==> config.mk <==
export PLATFORM = sky130hd
export DESIGN_NAME = neuron_mac
export DESIGN_NICKNAME = d
export VERILOG_FILES = /design/src/rtl/neuron_mac_pkg.sv /design/src/rtl/neuron_mac_sat_scale.sv /design/src/rtl/neuron_mac.sv
export SDC_FILE = /design/constraint.sdc
export NUM_CORES = 1
export LEC_CHECK = 0
export CORE_MARGIN = 1.5
export CORE_UTILIZATION = 55
export CTS_CLUSTER_DIAMETER = 100
export DETAILED_ROUTE_END_ITERATION = 10
export GPL_ROUTABILITY_DRIVEN = 0
export PLACE_DENSITY = 0.84
export RECOVER_POWER = 50
export SLEW_MARGIN = 20
export SYNTH_ARGS = -nofsm -noshare
export SYNTH_HDL_FRONTEND = slang
export SYNTH_SLANG_ARGS = --single-unit
==> constraint.sdc <==
create_clock -name clk -period 5.37 [get_ports clk]
set_input_delay 1.611 -clock clk [delete_from_list [all_inputs] [get_ports clk]]
set_output_delay 1.611 -clock clk [all_outputs]
set_load 0.01 [all_outputs]
==> src/rtl/neuron_mac_pkg.sv <==
// Shared types and constants for the neuron_mac MAC / activation-ROM front end.
package neuron_mac_pkg;

  localparam int ROM_ADDR_W = 8;
  localparam int DATA_W     = 8;

  localparam logic [ROM_ADDR_W-1:0] OFFSET_BIN = 8'h80;
  localparam logic signed [DATA_W-1:0] SAT_MAX = 8'sd127;
  localparam logic signed [DATA_W-1:0] SAT_MIN = -8'sd128;

  typedef enum logic [2:0] {
    ST_ACC,
    ST_SCALE,
    ST_ROM_REQ,
    ST_ROM_WAIT,
    ST_OUT
  } state_e;

endpackage

==> src/rtl/neuron_mac_sat_scale.sv <==
// Combinational scale/saturate of the biased sum and mapping to an offset-binary ROM address.
module sat_scale
  import neuron_mac_pkg::*;
#(
  parameter int ACC_W = 24,
  parameter int SHIFT = 7
) (
  input  logic signed [ACC_W-1:0]      sum_i,
  output logic        [ROM_ADDR_W-1:0] addr_o,
  output logic                         sat_o
);

  logic signed [ACC_W-1:0]  v;
  logic signed [DATA_W-1:0] clamped;

  // NOTE: every variable driven here gets a default first, so no path can infer a latch.
  always_comb begin
    v       = sum_i >>> SHIFT;
    clamped = v[DATA_W-1:0];
    sat_o   = 1'b0;
    if (v > ACC_W'(SAT_MAX)) begin
      clamped = SAT_MAX;
      sat_o   = 1'b1;
    end else if (v < ACC_W'(SAT_MIN)) begin
      clamped = SAT_MIN;
      sat_o   = 1'b1;
    end
  end

  assign addr_o = clamped ^ OFFSET_BIN;

endmodule

==> src/rtl/neuron_mac.sv <==
// Neuron MAC: accumulate x*w beats, scale/saturate, one strobed activation-ROM read, valid/ready out.
// Optional bias input enabled by defining NEURON_MAC_BIAS_EN.
module neuron_mac
  import neuron_mac_pkg::*;
#(
  parameter int MAX_TERMS = 64,
  parameter int ACC_W     = 24,
  parameter int SHIFT     = 7
) (
  input  logic                         clk,
  input  logic                         rst_n,
  input  logic                         in_valid,
  output logic                         in_ready,
  input  logic signed [DATA_W-1:0]     in_x,
  input  logic signed [DATA_W-1:0]     in_w,
  input  logic                         in_last,
`ifdef NEURON_MAC_BIAS_EN
  input  logic signed [DATA_W-1:0]     bias,
`endif
  output logic        [ROM_ADDR_W-1:0] rom_add,
  output logic                         rom_cs,
  output logic                         rom_read,
  input  logic        [DATA_W-1:0]     rom_out,
  output logic                         y_valid,
  input  logic                         y_ready,
  output logic        [DATA_W-1:0]     y,
  output logic                         sat
);

  localparam int CNT_W = $clog2(MAX_TERMS);

  state_e                  state_q;
  logic signed [ACC_W-1:0] acc_q;
  logic [CNT_W-1:0]        cnt_q;
  logic                    scale_ph_q;
  logic [ROM_ADDR_W-1:0]   rom_add_q;
  logic                    rom_cs_q;
  logic                    rom_read_q;
  logic [DATA_W-1:0]       y_q;
  logic                    y_valid_q;
  logic                    sat_q;

  logic signed [15:0]           prod;
  logic signed [ACC_W-1:0]      bias_term;
  logic        [ROM_ADDR_W-1:0] scaled_addr;
  logic                         scaled_sat;

  assign prod = 16'(in_x) * 16'(in_w);

`ifdef NEURON_MAC_BIAS_EN
  assign bias_term = ACC_W'(bias) <<< SHIFT;
`else
  assign bias_term = '0;
`endif

  sat_scale #(
    .ACC_W (ACC_W),
    .SHIFT (SHIFT)
  ) u_sat_scale (
    .sum_i  (acc_q + bias_term),
    .addr_o (scaled_addr),
    .sat_o  (scaled_sat)
  );

  // SCALE runs two cycles: the address is registered first, then the strobe rises a cycle
  // later so rom_add is already stable when the ROM latches on the rising edge of rom_cs.
  // NOTE: all state below is sequential and uses non-blocking assignments only.
  always_ff @(posedge clk or negedge rst_n) begin
    if (!rst_n) begin
      state_q    <= ST_ACC;
      acc_q      <= '0;
      cnt_q      <= '0;
      scale_ph_q <= 1'b0;
      rom_add_q  <= '0;
      rom_cs_q   <= 1'b0;
      rom_read_q <= 1'b0;
      y_q        <= '0;
      y_valid_q  <= 1'b0;
      sat_q      <= 1'b0;
    end else begin
      case (state_q)
        ST_ACC: begin
          if (in_valid) begin
            acc_q <= acc_q + ACC_W'(prod);
            cnt_q <= cnt_q + CNT_W'(1);
            if (in_last || cnt_q == CNT_W'(MAX_TERMS - 1)) state_q <= ST_SCALE;
          end
        end
        ST_SCALE: begin
          if (!scale_ph_q) begin
            rom_add_q  <= scaled_addr;
            sat_q      <= scaled_sat;
            scale_ph_q <= 1'b1;
          end else begin
            acc_q      <= '0;
            cnt_q      <= '0;
            scale_ph_q <= 1'b0;
            rom_cs_q   <= 1'b1;
            rom_read_q <= 1'b1;
            state_q    <= ST_ROM_REQ;
          end
        end
        ST_ROM_REQ: begin
          rom_cs_q <= 1'b0;
          state_q  <= ST_ROM_WAIT;
        end
        ST_ROM_WAIT: begin
          y_q        <= rom_out;
          rom_read_q <= 1'b0;
          y_valid_q  <= 1'b1;
          state_q    <= ST_OUT;
        end
        ST_OUT: begin
          if (y_ready) begin
            y_valid_q <= 1'b0;
            state_q   <= ST_ACC;
          end
        end
        default: state_q <= ST_ACC;
      endcase
    end
  end

  assign in_ready = (state_q == ST_ACC);
  assign rom_add  = rom_add_q;
  assign rom_cs   = rom_cs_q;
  assign rom_read = rom_read_q;
  assign y        = y_q;
  assign y_valid  = y_valid_q;
  assign sat      = sat_q;

endmodule

==> impl_results.md, run 1 <==
- Pins Over Slew Limit: 55
- Routed via count: 5172
- Diode count: 0
- Vias per cell: 5.702
- First-pass GRT wire length: 28720 um
- Worst EP arrival: 6.08 ns
- Synth Instances: 633
- Top_reg_cell synth: dfrtp_1
- Hold worst-path end: rom_read
- EDFF count, synth: 0
- Crit path kind: primary input to flop
- Reg2reg setup slack: 0.66 ns
- Grt ovf: 0
- TritonCTS Buffers: 5
- Detailed Place HPWL: 12250 um
- Seq/Total Area, Yosys: 21.06%
- IO Count: 50
- Min-Delay Startpoint: rom_read
- Final Hold Fails: 0
- Crit end category: flop
- Async SR Flop Fraction: 100.0%
- Post-DRT Antenna Nets: 0
- FMAX: 168.7 MHz
- Fin area: 8363 um^2
- Die extent in y: 111.0 um
- Minimum clock period: 5.928 ns
- WL/cell: 18.24 um
- Share of layout cells above drive strength 1: 29.06%
- Post-route setup slack: -0.5578 ns
- Status: finished with violations
- Max FO, Critical Path: 5
- Reg2reg path depth: 17
- Hold Crit Class: flop to flop
- Required time worst endpoint: 5.53 ns
- CTS tree: yes
- Violated checks: capacitance limit, slew limit, setup timing
- Number of port buffers: 49
- Netlist cell types: 54
- Yosys warning total: 0
- Largest net degree at the start of global routing: 55
- Starting density of the core: 56.20%
- Worst-margin pin slew: 2.856 ns
- Deepest clock path buffer count: 2
- Setup crit start kind: primary input
- Initial antenna violation count: 0
- Root Buffer: clkbuf_16
- Flop and latch count out of synthesis: 54
- Crit Reg-Reg Endpoint: acc_q[20]
- Row count: 39
- CTS sink cnt: 54
- Max-Cap Viols: 1
- Fill count: 733
- Net count, final: 951
- Skew-Pair Late Insertion Delay: 0.29 ns
- Rel. slew slack: -90.40%
- Die area: 12330 um^2
- Post-DP Area: 7782 um^2
- # hold bufs at CTS: 0
- CP Launch Point: in_x[7]
- Final WL: 16540 um
- H-tree levels: 2
- Tcrit/Tclk final: 110.4%
- Drt drc: 0
- Reg clk slew, reported paths: 0.07 ns
- Hold path depth: 1
- R2R Path Start: acc_q[6]
- Vias in the first global route: 5953
- Avg Cell Area, Syn: 10.14 um^2
- Syn Nets: 821
- DRT Pass-1 Iters: 5
- TNS Setup: -5.236 ns
- Core area: 11420 um^2
- Util after Layout: 73.24%
- Synthesized area: 6417 um^2
- Final setup fails: 14
- 1st-iter DRT viols: 296
- Area growth, synth to finish: 30.32%
- RSZ-0062 raised after global routing: yes
- Die X: 111.0 um
- Global Route Usage Sum: 29.00%
- Setup Skew: 0.008202 ns
-- layer usage --
metal / part of all wire, % / vias to the layer above / track usage (%)
li1: - / 2301 / -
met2: 53 / 206 / 52.47
met5: 0 / - / 0
met3: 4.5 / 72 / 4.155
met4: 5.3 / 0 / 12.57
met1: 37 / 2593 / 34.49
-- critical path, stage by stage --
cell and delay (ns):
buf_6 0.10, buf_6 0.13, and2_4 0.15, fa_2 0.57, inv_4 0.06, buf_6 0.11, fa_1 0.48, inv_1 0.06
fa_2 0.52, fa_1 0.45, ha_4 0.30, ha_4 0.21, a21oi_2 0.14, o21ai_2 0.10, a211oi_2 0.38, buf_4 0.20
o31ai_4 0.07, a21o_2 0.19, a211oi_2 0.17, o31ai_1 0.08
-- cells in the mapped netlist, drive strengths merged, types with 4 or more instances --
master,number,area share [%]
a21o,5,0.60
o21a,6,0.70
nand2,69,4.0
nor2b,4,0.39
buf,7,0.88
o31ai,5,0.66
xnor2,15,2.0
ha,55,11
and2,35,3.4
o21ai,27,2.2
dfrtp,54,21
nor3,4,0.49
o21bai,5,0.58
a221o,8,1.2
a21oi,24,1.9
fa,104,32
nand2b,6,0.58
clkbuf,4,0.23
a211oi,4,0.70
nand4,5,0.49
mux2,9,1.6
xor2,6,0.82
nand3,11,0.86
nor2,28,1.6
inv,106,6.2
-- final cells by class --
type	count	area, um^2	share of cell area, %
Multi-Input combinational cell	461	5131	61.36
Sequential cell	54	1351	16.16
Timing Repair Buffer	134	1136	13.58
Inverter	107	414.1	4.952
Tap cell	143	178.9	2.139
Clock buffer	7	142.6	1.706
Clock inverter	1	8.758	0.1047
-- flip-flops by register name, indices dropped and copies added, names as in the netlist --
| register | cells |
|---|---|
| state_q | 3 |
| sat | 1 |
| y_valid | 1 |
| scale_ph_q | 1 |
| rom_add | 8 |
| cnt_q | 6 |
| rom_read | 1 |
| y | 8 |
| acc_q | 24 |
| rom_cs | 1 |
-- metrics by stage --
step,worst slack (ns),std cells,hold WS (ns)
after floorplan,-0.3980,633,0.4376
final,-0.5578,907,0.4742
after detailed placement,-1.310,876,0.4646
after global placement,-1.086,876,0.4553
after global routing,-0.6567,907,0.5106
after CTS,-0.5093,899,0.4793
-- kinds of logic (layout without fill, tap and decap cells) --
family | count (synthesis) | in the layout | synth area share, %
and+or+nand+nor | 173 | 174 | 13.22
adders and majority gates | 159 | 159 | 43.17
buffers and inverters | 119 | 249 | 7.506
AOI/OAI and AO/OA | 96 | 96 | 10.29
DFF | 54 | 54 | 21.06
xor gates and xnor gates | 21 | 21 | 2.866
muxes | 11 | 11 | 1.891
-- how the worst max path moves through the flow --
stage / to / slack, ns / cells past startpoint
floorplan: acc_q[20] / -0.40 / 16
global placement: acc_q[20] / -1.09 / 17
detailed placement: acc_q[20] / -1.31 / 16
CTS: acc_q[20] / -0.51 / 18
global route: acc_q[19] / -0.66 / 20
finish: acc_q[19] / -0.56 / 20
-- layout by cell type, fill, tap and decap left out, types with 6 or more instances in the layout --
master | Yosys | layout
inv_1 | 106 | 92
a21oi_2 | 1 | 10
inv_2 | 0 | 11
a221o_1 | 8 | 8
fa_1 | 104 | 97
xor2_1 | 6 | 6
ha_4 | 0 | 24
o21ai_0 | 24 | 17
xnor2_1 | 15 | 15
nand2_1 | 69 | 62
ha_1 | 55 | 27
buf_2 | 3 | 7
nor2_1 | 28 | 25
dfrtp_1 | 54 | 54
buf_6 | 3 | 8
fa_2 | 0 | 7
a21oi_1 | 23 | 13
clkdlybuf4s50_1 | 0 | 32
and2_1 | 35 | 30
buf_4 | 1 | 81
mux2_2 | 9 | 9
nand3_1 | 11 | 9
-- repair_timing --
| item | CTS | global route |
|---|---|---|
| hold endpoints to repair | 0 | 0 |
| cloned | 2 | 0 |
| resized for setup | 127 | 25 |
| pin swaps | 70 | 39 |
| setup endpoints to repair | 19 | 15 |
| buffers inserted | 13 | 8 |
Power of run 1 is left out: the tool's default activity adds up to more than one toggle a clock period on the data nets, which glitch-free logic cannot reach.
==> run 2: changes to the inputs <==
--- a/config.mk
+++ b/config.mk
@@ -10,9 +10,10 @@
 export CTS_CLUSTER_DIAMETER = 100
 export DETAILED_ROUTE_END_ITERATION = 10
 export GPL_ROUTABILITY_DRIVEN = 0
+export GPL_TIMING_DRIVEN = 0
 export PLACE_DENSITY = 0.84
-export RECOVER_POWER = 50
 export SLEW_MARGIN = 20
 export SYNTH_ARGS = -nofsm -noshare
 export SYNTH_HDL_FRONTEND = slang
+export SYNTH_HIERARCHICAL = 1
 export SYNTH_SLANG_ARGS = --single-unit
==> run 2 against run 1 <==
Wire length shrank 1.2%. Clock skew shrank 0.0027 ns. Register-to-register slack is essentially flat. Largest cell class unchanged. Area after synthesis grew 1.3%. Worst hold slack gained 0.029 ns. The run ends with setup timing left. Critical endpoint is now acc_q[20]. Synthesized cell count shrank 0.16%.
==> impl_results.md, run 2 <==
- Status: finished with violations
- Violated checks: setup timing
- Most common cell on crit path: fa_1
- Reg clk slew, reported paths: 0.07 ns (about the same)
- FMAX: 169.5 MHz (+0.46%)
- Net count, final: 906 (-4.7%)
- Number of port buffers: 48 (-2.0%)
- Worst-margin pin slew: 0.7807 ns (-2.075 ns)
- Setup Skew: 0.005501 ns (-0.002701 ns)
- Root Buffer: clkbuf_16
- Pins Over Slew Limit: 0 (-100%)
- First-pass GRT wire length: 27260 um (-5.1%)
- Max reg flops: 24 (unchanged)
- Area growth, synth to finish: 25.17%
- Vias per cell: 5.812 (+1.9%)
- Die area: 12480 um^2 (+1.3%)
- Routed via count: 5010 (-3.1%)
- Most frequent cells in the layout: 96 x inv_1, 96 x fa_1, 54 x dfrtp_1
- Largest net degree at the start of global routing: 55 (unchanged)
- Util after Layout: 70.98% (-2.3 points)
- Starting density of the core: 56.70% (+0.50 points)
- EDFF count, synth: 0 (unchanged)
- Syn Nets: 820 (-0.12%)
- Slowest stage delay, CP: 0.52 ns (-0.05 ns)
- Area of the multi-input gates: 5150 um^2 (+0.37%)
- TritonCTS Buffers: 5 (unchanged)
- Fill count: 783 (+6.8%)
- Initial antenna violation count: 0 (unchanged)
- Register area: 1351 um^2 (unchanged)
- Skew-Pair Late Insertion Delay: 0.29 ns (about the same)
- Final WL: 16340 um (-1.2%)
- Crit path kind: primary input to flop
- Crit-path cells: buf_12 > and2_4 > inv_2 > fa_1 > inv_1 > fa_1 > fa_1 > fa_2 > fa_2 > ha_4 > a21o_1 > a221o_1 > o21a_2 > o311ai_4 > nor3b_2 > o31ai_2
- Crit path max-delay family: adder cells
- Slowest-stage cell, CP: fa_2
- Area contributors post-synth: fa_1 32%, dfrtp_1 21%, ha_1 11%
- Worst EP arrival: 6.05 ns (-0.03 ns)
- WP buf/inv: 3 (-3)
- Global Route Usage Sum: 27.47% (-1.5 points)
- Yosys top cell area share: 32.02% (-0.42 points)
- Cell with the most instances after synthesis: inv_1
- DRT Pass-1 Iters: 5 (unchanged)
- Rel. slew slack: 47.76% (+140 points)
- Synth area leader: fa_1
- Minimum clock period: 5.901 ns (-0.02690 ns)
- H-tree levels: 2 (unchanged)
- Top reg by flops: acc_q
- Avg Cell Area, Syn: 10.29 um^2 (+1.5%)
- Die extent in y: 111.7 um (+0.64%)
- Diode count: 0 (unchanged)
- Async SR Flop Fraction: 100.0% (unchanged)
- Synth Instances: 632 (-0.16%)
- Vias in the first global route: 5681 (-4.6%)
- Most instantiated cells after synthesis: 105 x inv_1, 104 x fa_1, 55 x ha_1
- Row count: 39 (unchanged)
- Yosys warning total: 6 (+6)
- CTS tree: yes
- Post-DRT Antenna Nets: 0 (unchanged)
- Drt drc: 0 (unchanged)
- Seq/Total Area, Yosys: 20.78% (-0.28 points)
- Final Hold Fails: 0 (unchanged)
- Deepest clock path buffer count: 2 (unchanged)
- Tcrit/Tclk final: 109.9% (-0.50 points)
- Share of layout cells above drive strength 1: 25.03% (-4.0 points)
- TNS Setup: -5.359 ns (-0.1221 ns)
- Crit end category: flop
- Hold Crit Class: flop to flop
- Max FO, Critical Path: 5 (unchanged)
- Required time worst endpoint: 5.52 ns (about the same)
- Detailed Place HPWL: 11620 um (-5.1%)
- Post-route setup slack: -0.5309 ns (+0.02690 ns)
- Flop and latch count out of synthesis: 54 (unchanged)
- Top_reg_cell synth: dfrtp_1
- Die X: 111.7 um (+0.64%)
- Netlist cell types: 51 (-5.6%)
- WL/cell: 18.96 um (+3.9%)
- 1st-iter DRT viols: 354 (+20%)
- Grt ovf: 0 (unchanged)
- CTS sink cnt: 54 (unchanged)
- Synthesized area: 6502 um^2 (+1.3%)
- RSZ-0062 raised after global routing: yes
- Max-Cap Viols: 0 (-1)
- Final setup fails: 15 (+1)
- IO Count: 50 (unchanged)
- Core area: 11470 um^2 (+0.43%)
- Setup crit start kind: primary input
==> run 2: cell count changes after synthesis, sizes merged, moves of 4 or more <==
cell     before  now
nor3          4    8
nand3        11   19
clkbuf        4    9
a221o         8    1
a21oi        24   18
nor4          0    9
nand2        69   50
o31ai         5    9
o2bb2ai       0    7
mux2          9   18
==> run 2: final cells by class <==
class	instances	share of cell area, %
repair buffers	78	9.516
well taps	143	2.198
plain buffers	15	1.153
multi-input cells	458	63.27
flip-flops and latches	54	16.60
inverters	106	5.165
clock buffers	5	1.537
clock inverters	3	0.5534
==> run 2: metrics by stage <==
stage          worst slack, ns  std cells  hold WS [ns]  instance area, um^2
6_report               -0.5309        862        0.5035                 8139
2_1_floorplan          -0.4958        632        0.4688                 6706
4_1_cts                -0.4993        855        0.5010                 7955
3_3_place_gp            -1.614        823        0.4643                 7366
3_5_place_dp            -1.689        823        0.4727                 7363
5_1_grt                -0.6552        862        0.5172                 8139
==> run 2: metal layers <==
metal | vias to the layer above | global-route usage (%) | share of wire (%)
met5 | - | 0 | 0
met4 | 0 | 8.523 | 2.7
met3 | 53 | 3.974 | 5.2
met2 | 191 | 49.55 | 54
met1 | 2549 | 34.15 | 38
li1 | 2217 | - | -
==> run 2: cells by family (layout without fill, tap and decap cells) <==
logic type / after synthesis / count (layout) / share of synthesized area, %
multiplexers: 18 / 18 / 3.117
AND/OR/NAND/NOR: 172 / 173 / 14.30
XOR/XNOR: 24 / 24 / 3.233
AO/OA/AOI/OAI: 84 / 84 / 8.736
flip-flops: 54 / 54 / 20.78
adder cells (fa/ha/maj): 159 / 159 / 42.60
buffers and inverters: 121 / 207 / 7.235
==> run 2: worst reg2reg max path, delay by kind of cell (launching register included) <==
kind            cells  cell delay (ns)
compound gates      5             1.24
fa+ha+maj           6             2.48
flops               1             0.33
buf+inv             4             0.28
simple gates        1             0.25
==> run 2: timing repair <==
action                     CTS  global route
gates resized for setup    148            31
hold buffers                 0             0
setup endpoints to repair   19            16
cloned                       3             0
setup buffers               21             7
pin swaps                   49            28
==> run 2: path summary, 6_finish.rpt <==
kind                       startpoint        end  slack, ns  cells past startpoint
hold reg to reg              rom_read   rom_read       0.50                      2
setup / recovery              in_x[7]  acc_q[20]      -0.53                     16
setup reg to reg             acc_q[6]  acc_q[20]       0.66                     16
min in group asynchronous       rst_n       y[1]       1.36                      1
max in group asynchronous       rst_n     rom_cs       3.55                      1
hold / removal               rom_read   rom_read       0.50                      2
Power of run 2 is left out for the same reason.
